File: src/rtl/id_ex_stage_if.sv
`default_nettype none
// +--------------------------------------------------------------------------+
// | Module   : id_ex_stage_if                                                |
// | Purpose  : Bundles the ID-side inputs, branch flush, forwarding sources  |
// |            and EX-side outputs of the ID/EX pipeline stage.              |
// | Ports    : master - decode/hazard/forwarding drivers, reads EX outputs   |
// |            slave  - the ID/EX stage itself                               |
// | Revision : 1.0 - initial release                                         |
// +--------------------------------------------------------------------------+
interface id_ex_stage_if #(
  parameter int DATA_W = 32,
  parameter int REG_W  = 5
);
  // ID side
  logic              id_valid;
  logic [REG_W-1:0]  id_rs;
  logic [REG_W-1:0]  id_rt;
  logic [REG_W-1:0]  id_rd;
  logic [4:0]        id_shamt;
  logic [5:0]        id_func;
  logic [1:0]        id_aluop;
  logic [DATA_W-1:0] id_rs_data;
  logic [DATA_W-1:0] id_rt_data;
  logic [DATA_W-1:0] id_imm;
  logic [6:0]        id_ctrl;
  logic              flush;

  // Forwarding sources from EX/MEM and MEM/WB
  logic              mem_regwrite;
  logic              wb_regwrite;
  logic [REG_W-1:0]  mem_dst;
  logic [REG_W-1:0]  wb_dst;
  logic [DATA_W-1:0] mem_result;
  logic [DATA_W-1:0] wb_data;

  // EX side
  logic              stall_n;
  logic              ex_valid;
  logic [1:0]        ex_aluop;
  logic [5:0]        ex_func;
  logic [4:0]        ex_shamt;
  logic [DATA_W-1:0] ex_a;
  logic [DATA_W-1:0] ex_b;
  logic [DATA_W-1:0] ex_store_data;
  logic [REG_W-1:0]  ex_dst;
  logic [4:0]        ex_ctrl;

  modport master (
    output id_valid, id_rs, id_rt, id_rd, id_shamt, id_func, id_aluop,
           id_rs_data, id_rt_data, id_imm, id_ctrl, flush,
           mem_regwrite, wb_regwrite, mem_dst, wb_dst, mem_result, wb_data,
    input  stall_n, ex_valid, ex_aluop, ex_func, ex_shamt, ex_a, ex_b,
           ex_store_data, ex_dst, ex_ctrl
  );

  modport slave (
    input  id_valid, id_rs, id_rt, id_rd, id_shamt, id_func, id_aluop,
           id_rs_data, id_rt_data, id_imm, id_ctrl, flush,
           mem_regwrite, wb_regwrite, mem_dst, wb_dst, mem_result, wb_data,
    output stall_n, ex_valid, ex_aluop, ex_func, ex_shamt, ex_a, ex_b,
           ex_store_data, ex_dst, ex_ctrl
  );
endinterface
`default_nettype wire

File: src/rtl/id_ex_stage.sv
`default_nettype none
// +--------------------------------------------------------------------------+
// | Module   : id_ex_stage                                                   |
// | Purpose  : ID/EX pipeline register of the 5-stage MIPS core. Registers   |
// |            decoded operands/control, detects load-use hazards (stall +   |
// |            bubble), squashes on branch flush and optionally forwards     |
// |            EX/MEM and MEM/WB results onto the ALU operands.              |
// | Ports    : clk   - clock, all state on rising edge                       |
// |            rst_n - synchronous active-low reset                          |
// |            bus   - id_ex_stage_if.slave (ID inputs, flush, forwarding    |
// |                    sources, stall_n and ex_* outputs)                    |
// | Config   : define IDEX_FWD_EN to enable operand forwarding               |
// | Revision : 1.0 - initial release                                         |
// +--------------------------------------------------------------------------+
module id_ex_stage #(
  parameter int DATA_W = 32,
  parameter int REG_W  = 5
) (
  input  wire              clk,
  input  wire              rst_n,
  id_ex_stage_if.slave     bus
);

  // Control word bit positions: {RegWrite, MemtoReg, MemRead, MemWrite,
  // Branch, RegDst, ALUSrc}
  localparam int C_MEMREAD = 4;
  localparam int C_REGDST  = 1;
  localparam int C_ALUSRC  = 0;

  logic              r_valid;
  logic [1:0]        r_aluop;
  logic [5:0]        r_func;
  logic [4:0]        r_shamt;
  logic [REG_W-1:0]  r_rs;
  logic [REG_W-1:0]  r_rt;
  logic [REG_W-1:0]  r_rd;
  logic [DATA_W-1:0] r_rs_data;
  logic [DATA_W-1:0] r_rt_data;
  logic [DATA_W-1:0] r_imm;
  logic [6:0]        r_ctrl;

  logic              w_haz;
  logic              w_bubble;
  logic [DATA_W-1:0] w_rs_fwd;
  logic [DATA_W-1:0] w_rt_fwd;

  // Load in EX whose destination (rt) is a source of the instruction in ID.
  // $0 is hard-wired, so it never creates a dependency.
  assign w_haz = bus.id_valid & r_valid & r_ctrl[C_MEMREAD] &
                 (r_rt != '0) &
                 ((r_rt == bus.id_rs) | (r_rt == bus.id_rt));

  // A flush discards the ID instruction anyway, so there is nothing to hold.
  assign bus.stall_n = ~(w_haz & ~bus.flush);
  assign w_bubble    = bus.flush | w_haz;

  always_ff @(posedge clk) begin
    if (!rst_n || w_bubble) begin
      r_valid   <= 1'b0;
      r_aluop   <= 2'b00;
      r_func    <= '0;
      r_shamt   <= '0;
      r_rs      <= '0;
      r_rt      <= '0;
      r_rd      <= '0;
      r_rs_data <= '0;
      r_rt_data <= '0;
      r_imm     <= '0;
      r_ctrl    <= '0;
    end else begin
      r_valid   <= bus.id_valid;
      r_aluop   <= bus.id_aluop;
      r_func    <= bus.id_func;
      r_shamt   <= bus.id_shamt;
      r_rs      <= bus.id_rs;
      r_rt      <= bus.id_rt;
      r_rd      <= bus.id_rd;
      r_rs_data <= bus.id_rs_data;
      r_rt_data <= bus.id_rt_data;
      r_imm     <= bus.id_imm;
      r_ctrl    <= bus.id_ctrl;
    end
  end

`ifdef IDEX_FWD_EN
  // The younger result in EX/MEM supersedes the one in MEM/WB.
  always_comb begin
    w_rs_fwd = r_rs_data;
    if (bus.mem_regwrite && (bus.mem_dst != '0) && (bus.mem_dst == r_rs))
      w_rs_fwd = bus.mem_result;
    else if (bus.wb_regwrite && (bus.wb_dst != '0) && (bus.wb_dst == r_rs))
      w_rs_fwd = bus.wb_data;
  end

  always_comb begin
    w_rt_fwd = r_rt_data;
    if (bus.mem_regwrite && (bus.mem_dst != '0) && (bus.mem_dst == r_rt))
      w_rt_fwd = bus.mem_result;
    else if (bus.wb_regwrite && (bus.wb_dst != '0) && (bus.wb_dst == r_rt))
      w_rt_fwd = bus.wb_data;
  end
`else
  assign w_rs_fwd = r_rs_data;
  assign w_rt_fwd = r_rt_data;
`endif

  assign bus.ex_valid      = r_valid;
  assign bus.ex_aluop      = r_aluop;
  assign bus.ex_func       = r_func;
  assign bus.ex_shamt      = r_shamt;
  assign bus.ex_a          = w_rs_fwd;
  assign bus.ex_b          = r_ctrl[C_ALUSRC] ? r_imm : w_rt_fwd;
  assign bus.ex_store_data = w_rt_fwd;
  assign bus.ex_dst        = r_ctrl[C_REGDST] ? r_rd : r_rt;
  assign bus.ex_ctrl       = r_ctrl[6:2];

endmodule
`default_nettype wire

File: src/flat_wrapper.sv
// flat-port wrapper written by rule: the top's interface ports become plain ports
module id_ex_stage_flat 
#(
  parameter int DATA_W = 32,
  parameter int REG_W  = 5
)
  (clk, rst_n, bus_id_valid, bus_id_rs, bus_id_rt, bus_id_rd, bus_id_shamt, bus_id_func, bus_id_aluop, bus_id_rs_data, bus_id_rt_data, bus_id_imm, bus_id_ctrl, bus_flush, bus_mem_regwrite, bus_wb_regwrite, bus_mem_dst, bus_wb_dst, bus_mem_result, bus_wb_data, bus_stall_n, bus_ex_valid, bus_ex_aluop, bus_ex_func, bus_ex_shamt, bus_ex_a, bus_ex_b, bus_ex_store_data, bus_ex_dst, bus_ex_ctrl);
  id_ex_stage_if #(.DATA_W(DATA_W), .REG_W(REG_W)) bus_i ();
  input  wire clk;
  input  wire rst_n;
  input wire logic [$bits(bus_i.id_valid)-1:0] bus_id_valid;
  input wire logic [$bits(bus_i.id_rs)-1:0] bus_id_rs;
  input wire logic [$bits(bus_i.id_rt)-1:0] bus_id_rt;
  input wire logic [$bits(bus_i.id_rd)-1:0] bus_id_rd;
  input wire logic [$bits(bus_i.id_shamt)-1:0] bus_id_shamt;
  input wire logic [$bits(bus_i.id_func)-1:0] bus_id_func;
  input wire logic [$bits(bus_i.id_aluop)-1:0] bus_id_aluop;
  input wire logic [$bits(bus_i.id_rs_data)-1:0] bus_id_rs_data;
  input wire logic [$bits(bus_i.id_rt_data)-1:0] bus_id_rt_data;
  input wire logic [$bits(bus_i.id_imm)-1:0] bus_id_imm;
  input wire logic [$bits(bus_i.id_ctrl)-1:0] bus_id_ctrl;
  input wire logic [$bits(bus_i.flush)-1:0] bus_flush;
  input wire logic [$bits(bus_i.mem_regwrite)-1:0] bus_mem_regwrite;
  input wire logic [$bits(bus_i.wb_regwrite)-1:0] bus_wb_regwrite;
  input wire logic [$bits(bus_i.mem_dst)-1:0] bus_mem_dst;
  input wire logic [$bits(bus_i.wb_dst)-1:0] bus_wb_dst;
  input wire logic [$bits(bus_i.mem_result)-1:0] bus_mem_result;
  input wire logic [$bits(bus_i.wb_data)-1:0] bus_wb_data;
  output wire logic [$bits(bus_i.stall_n)-1:0] bus_stall_n;
  output wire logic [$bits(bus_i.ex_valid)-1:0] bus_ex_valid;
  output wire logic [$bits(bus_i.ex_aluop)-1:0] bus_ex_aluop;
  output wire logic [$bits(bus_i.ex_func)-1:0] bus_ex_func;
  output wire logic [$bits(bus_i.ex_shamt)-1:0] bus_ex_shamt;
  output wire logic [$bits(bus_i.ex_a)-1:0] bus_ex_a;
  output wire logic [$bits(bus_i.ex_b)-1:0] bus_ex_b;
  output wire logic [$bits(bus_i.ex_store_data)-1:0] bus_ex_store_data;
  output wire logic [$bits(bus_i.ex_dst)-1:0] bus_ex_dst;
  output wire logic [$bits(bus_i.ex_ctrl)-1:0] bus_ex_ctrl;
  assign bus_i.id_valid = bus_id_valid;
  assign bus_i.id_rs = bus_id_rs;
  assign bus_i.id_rt = bus_id_rt;
  assign bus_i.id_rd = bus_id_rd;
  assign bus_i.id_shamt = bus_id_shamt;
  assign bus_i.id_func = bus_id_func;
  assign bus_i.id_aluop = bus_id_aluop;
  assign bus_i.id_rs_data = bus_id_rs_data;
  assign bus_i.id_rt_data = bus_id_rt_data;
  assign bus_i.id_imm = bus_id_imm;
  assign bus_i.id_ctrl = bus_id_ctrl;
  assign bus_i.flush = bus_flush;
  assign bus_i.mem_regwrite = bus_mem_regwrite;
  assign bus_i.wb_regwrite = bus_wb_regwrite;
  assign bus_i.mem_dst = bus_mem_dst;
  assign bus_i.wb_dst = bus_wb_dst;
  assign bus_i.mem_result = bus_mem_result;
  assign bus_i.wb_data = bus_wb_data;
  assign bus_stall_n = bus_i.stall_n;
  assign bus_ex_valid = bus_i.ex_valid;
  assign bus_ex_aluop = bus_i.ex_aluop;
  assign bus_ex_func = bus_i.ex_func;
  assign bus_ex_shamt = bus_i.ex_shamt;
  assign bus_ex_a = bus_i.ex_a;
  assign bus_ex_b = bus_i.ex_b;
  assign bus_ex_store_data = bus_i.ex_store_data;
  assign bus_ex_dst = bus_i.ex_dst;
  assign bus_ex_ctrl = bus_i.ex_ctrl;
  id_ex_stage #(.DATA_W(DATA_W), .REG_W(REG_W)) u_core (.clk(clk), .rst_n(rst_n), .bus(bus_i));
endmodule
File: config.mk
export PLATFORM = sky130hd
export DESIGN_NAME = id_ex_stage_flat
export DESIGN_NICKNAME = d
export VERILOG_FILES = /design/src/rtl/id_ex_stage_if.sv /design/src/rtl/id_ex_stage.sv /design/src/flat_wrapper.sv
export SDC_FILE = /design/constraint.sdc
export NUM_CORES = 1
export LEC_CHECK = 0
export ABC_AREA = 1
export ABC_CLOCK_PERIOD_IN_PS = 1500
export CAP_MARGIN = 20
export CORE_AREA = 2 2 128 130
export DETAILED_ROUTE_END_ITERATION = 16
export DIE_AREA = 0 0 130 132
export GPL_TIMING_DRIVEN = 0
export MAX_ROUTING_LAYER = met4
export PLACE_DENSITY = 0.68
export SLEW_MARGIN = 30
export SYNTH_ARGS = -nofsm -noshare
export SYNTH_HDL_FRONTEND = slang
export SYNTH_SLANG_ARGS = --single-unit
File: constraint.sdc
create_clock -name clk -period 1.5 [get_ports clk]
set_input_delay 0.3 -clock clk [delete_from_list [all_inputs] [get_ports clk]]
set_output_delay 0.3 -clock clk [all_outputs]
set_load 0.02 [all_outputs]
# Word level (Yosys, flattened, before mapping)
# Cells that the tools add are included.
# op_classes
n_eq_ne	2
muxes	2
bitwise_logic	9
reduce_logical	3
# ops
operator	n
$mux 32	1
$eq 5x5->1	2
$and 1x1->1	5
$mux 5	1
$reduce_bool 5->1	1
$not 1->1	2
$or 1x1->1	2
$logic_not 1->1	1
$logic_or 1x1->1	1
# totals
regBits	127
input_bits	211
out_inout_bits	121
word_cells	26

# Depth between registers and ports, before layout
# depth
depth_word	6
ltp_mapped	11
mapped_depth_nobuf	9

# Worst setup path before layout
# Ideal clock, no wire load.
# synth_timing
path_kind	register to output
start	register u_core.r_ctrl[0]
end	output port bus_ex_b[2]
arrival_ns	1.096
path_slack_ns	0.104
stages_incl_launch_ff	4
path_buffers	2
cell_sequence	dfxtp_1 clkbuf_1 buf_2 mux2_1
# synth_via
elab_chain_len	1
# synth_lines
item	line	source
start: declaration	id_ex_stage.sv:40	logic [6:0] r_ctrl;
start signal: assignment	id_ex_stage.sv:81	r_ctrl <= bus.id_ctrl;
$mux 32	id_ex_stage.sv:112	assign bus.ex_b = r_ctrl[C_ALUSRC] ? r_imm : w_rt_fwd;
end: declaration	flat_wrapper.sv:35	output wire logic [$bits(bus_i.ex_b)-1:0] bus_ex_b;
# No other way between the ends.

# Worst setup path in the final report
# layout_timing
start	input port bus_id_rs[1]
end	output port bus_stall_n
# layout_via
elab_chain_len	5
# layout_lines
item	line	source
start: declaration	flat_wrapper.sv:12	input wire logic [$bits(bus_i.id_rs)-1:0] bus_id_rs;
$eq 5x5->1	id_ex_stage.sv:51	((r_rt == bus.id_rs) | (r_rt == bus.id_rt));
$or 1x1->1	id_ex_stage.sv:51	
$and 1x1->1	id_ex_stage.sv:50	(r_rt != '0) &
$and 1x1->1	id_ex_stage.sv:54	assign bus.stall_n = ~(w_haz & ~bus.flush);
$not 1->1	id_ex_stage.sv:54	
end: declaration	flat_wrapper.sv:29	output wire logic [$bits(bus_i.stall_n)-1:0] bus_stall_n;
# No other way between the ends.

==> impl_metrics.ini <==
[run_status]
run_status = finished, violations left
violations = negative setup slack

[global_route]
antenna_found_initial = 0
use_met1_pct = 17.9
grt_util_all_layers_pct = 16.5
grt_pass1_vias = 4058
met3_usage_pct = 5.52
gr-total-overflow = 0
met2_usage_pct = 28.3
grt_pass1_wl_um = 20600
grt_max_degree = 17
grt-busiest-layer = met2

[setup_path]
crit-reg2reg-capture = u_core.bus.ex_store_data[4]$_SDFF_PP0_
path_buf_inv = 3
cpLargestDelayFamily = simple AND/OR/NAND/NOR gates
crit_type = input port to output pin
r2r_setup_slack_ns = -0.16
cp_data_arrival_time_ns = 1.63
crit_start = bus_id_rs[1]
cpPeakStageDelay_ns = 0.48
critPathSlowestCell = clkdlybuf4s50_1
crit_chain = clkdlybuf4s50_1, inv_1, nand2_1, nand2_1, nor2_2, nand3_2, nand2_2, nand2_2, or2_4, buf_6
cp-endpoint = bus_stall_n
reg2reg_depth = 11
end_kind = output pin
cp_num_cells = 10
cp-start-kind = input port
crit_fanout = 2
reg2reg_from = u_core.r_rt[3]$_SDFF_PP0_
worstPathRequired_ns = 1.20

[placed_design]
hpwl_um = 9520
dp_slack_ns = -0.899
dpl_cell_area_mm2 = 0.00709
port_buffers = 255
place_congestion = 0.761

[hold_path]
hold_path.class = input port to flop

[power]
leakage_nw = 4.55
swShare_pct = 23.6
power.density_mw_per_mm2 = 1030
power_switching_mw = 2.10
peakVddDrop_uv = 698
p_int_mw = 6.81
p_seq_share_pct = 39.9
clkPwrFrac_pct = 44.4
combPwrFrac_pct = 15.7
power.total_mw = 8.92

[synth]
yosysWarnings = 0
synth_top_family_by_area = buffers and inverters
synth_compound_area_share_pct = 0.586
muxShareOfSynthArea_pct = 8.44
syn_area_per_cell_um2 = 8.57
yosys_register_bits = 127
post_synth_num_cell_types = 17
synth_seq_area_share_pct = 59.6
syn_area_mm2 = 0.00427
synthCells = 498
synth-xor-area-share_pct = 0.410
synth_nets = 709
synth_simple_gate_area_share_pct = 15.2
synthAdderAreaFrac_pct = 0

[sta]
fin_setup_tns_ns = -19.49
rsz0062_at_grt = true
slew_violations = 0
max_freq_mhz = 519
worstMarginPinSlew_ns = 0.674
period_share_pct = 128
finalSetupViolCount = 130
hold_viol = 0
min_period_ns = 1.93
fin_ws_ns = -0.427
fin_skew_ns = 0.00545
slew_headroom_pct = 55.0

[job]
drv_cap = 0

[drt]
drt_first_pass_iters = 4
drtIter0Drc = 71
viasPerCell = 3.85
drcViolationCount = 0
dr_total_vias = 3995
wire_per_inst_um = 13.6
wl_um = 14100
antenna_left = 0

[clocking]
cts_buffers = 17
cts_tree = done
cts_buffer_depth = 2
cts.sinks = 127
cts_hold_buffers = 0
insertion_delay_ns = 0.40
cts.clk_slew.worst_paths_ns = 0.05
root_buffer = clkbuf_16
h-tree-depth = 4

[die]
design.die.area_mm2 = 0.0172
rows = 46
initial_utilization_pct = 27.2
die_x_um = 130
coreArea_mm2 = 0.0157
die_y_um = 132
pin_count = 332

[cells_and_area]
n_fill_cell = 1417
drive_gt1_share_pct = 24.7
n_antenna_cell = 0
final_common_cell = inv_1
nNetsFinal = 1021
area_growth_pct = 104
final_design_area_no_fill_mm2 = 0.00869
mostFrequentLayoutCells = 133 x inv_1, 129 x clkdlybuf4s50_1, 120 x dfxtp_1, 114 x nor2_1, 83 x dlygate4sd2_1
==> metal layers <==
metal | up-vias | wire, um | part of all wire [%]
li1 | 2029 | - | -
met3 | 12 | 1090 | 7.7
met4 | 0 | 182 | 1.3
met1 | 1774 | 5800 | 41
met5 | - | 0 | 0
met2 | 180 | 7050 | 50
==> worst register-to-register path, stage by stage, from the launching register on <==
cell,delay (ns)
dfxtp_4,0.36
nor2_1,0.11
nand4_1,0.11
nand4_1,0.09
inv_1,0.05
nand2_2,0.07
buf_4,0.21
nand2_8,0.09
buf_12,0.18
buf_8,0.13
buf_8,0.12
nor2_1,0.08
==> cell type report <==
class	instances	area, um2	share of cell area (%)
Buffer	21	289	3.32
Tap cell	216	270	3.11
Sequential cell	127	2560	29.5
Clock buffer	21	450	5.18
Inverter	139	522	6.00
Timing Repair Buffer	293	3170	36.5
Multi-Input combinational cell	211	1310	15.1
Clock inverter	11	116	1.34
==> per-stage QoR <==
step	utilization, %	cells	hold slack (ns)
2_1_floorplan	-	498	0.412
3_3_place_gp	45.1	969	0.824
3_5_place_dp	45.1	969	0.827
4_1_cts	52.3	1029	0.255
5_1_grt	55.3	1039	0.158
6_report	55.3	1039	0.179
==> power by group through the flow <==
stage,sequential [mW],combinational [mW],clock [mW]
after floorplan,3.73,0.340,0
after global placement,3.63,1.13,0
after detailed placement,3.63,1.14,0
after CTS,3.56,1.28,4.07
after global routing,3.58,1.50,4.23
final,3.56,1.40,3.96
==> how the worst min path moves through the flow <==
stage	cells past startpoint	slack [ns]	end	from
floorplan	2	0.41	u_core.bus.ex_a[0]$_SDFF_PP0_	bus_id_rs_data[0]
global placement	3	0.82	u_core.bus.ex_a[8]$_SDFF_PP0_	bus_id_rs_data[8]
detailed placement	3	0.83	u_core.bus.ex_store_data[7]$_SDFF_PP0_	bus_id_rt_data[7]
CTS	3	0.26	u_core.r_rt[2]$_SDFF_PP0_	bus_id_rt[2]
global route	3	0.16	u_core.r_rt[1]$_SDFF_PP0_	bus_id_rt[1]
finish	3	0.18	u_core.r_rt[1]$_SDFF_PP0_	bus_id_rt[1]
==> what timing repair did <==
item	in CTS	in global routing
endpoints found under the setup margin	248	167
resized for setup	362	110
cloned	12	5
setup buffers	18	7
pin swaps	7	9
==> cells by family (layout without fill, tap and decap cells) <==
| kind of cell | after synthesis | in the layout |
|---|---|---|
| multiplexers | 32 | 32 |
| AO/OA/AOI/OAI | 5 | 5 |
| flip-flops | 127 | 127 |
| XOR/XNOR | 2 | 2 |
| AND/OR/NAND/NOR | 170 | 172 |
| buffers and inverters | 162 | 485 |
==> synth_stat cells, drive strengths merged <==
master | n | area share, %
clkbuf | 2 | 0.18
dfxtp | 127 | 60
nand4 | 2 | 0.29
nand2 | 30 | 2.7
xnor2 | 2 | 0.41
o21ai | 5 | 0.59
mux2 | 32 | 8.4
buf | 21 | 3.3
nor2 | 135 | 12
inv | 139 | 12
nand3 | 2 | 0.23
or2 | 1 | 0.15
==> sequential cells by signal (all words and copies together) (netlist names) <==
name / cells
u_core.bus.ex_func: 6
u_core.bus.ex_aluop: 2
u_core.r_rt: 5
u_core.r_rd: 5
u_core.r_ctrl: 7
u_core.bus.ex_valid: 1
u_core.r_imm: 32
u_core.bus.ex_store_data: 32
u_core.bus.ex_a: 32
u_core.bus.ex_shamt: 5
(Power assumes the default switching activity.)
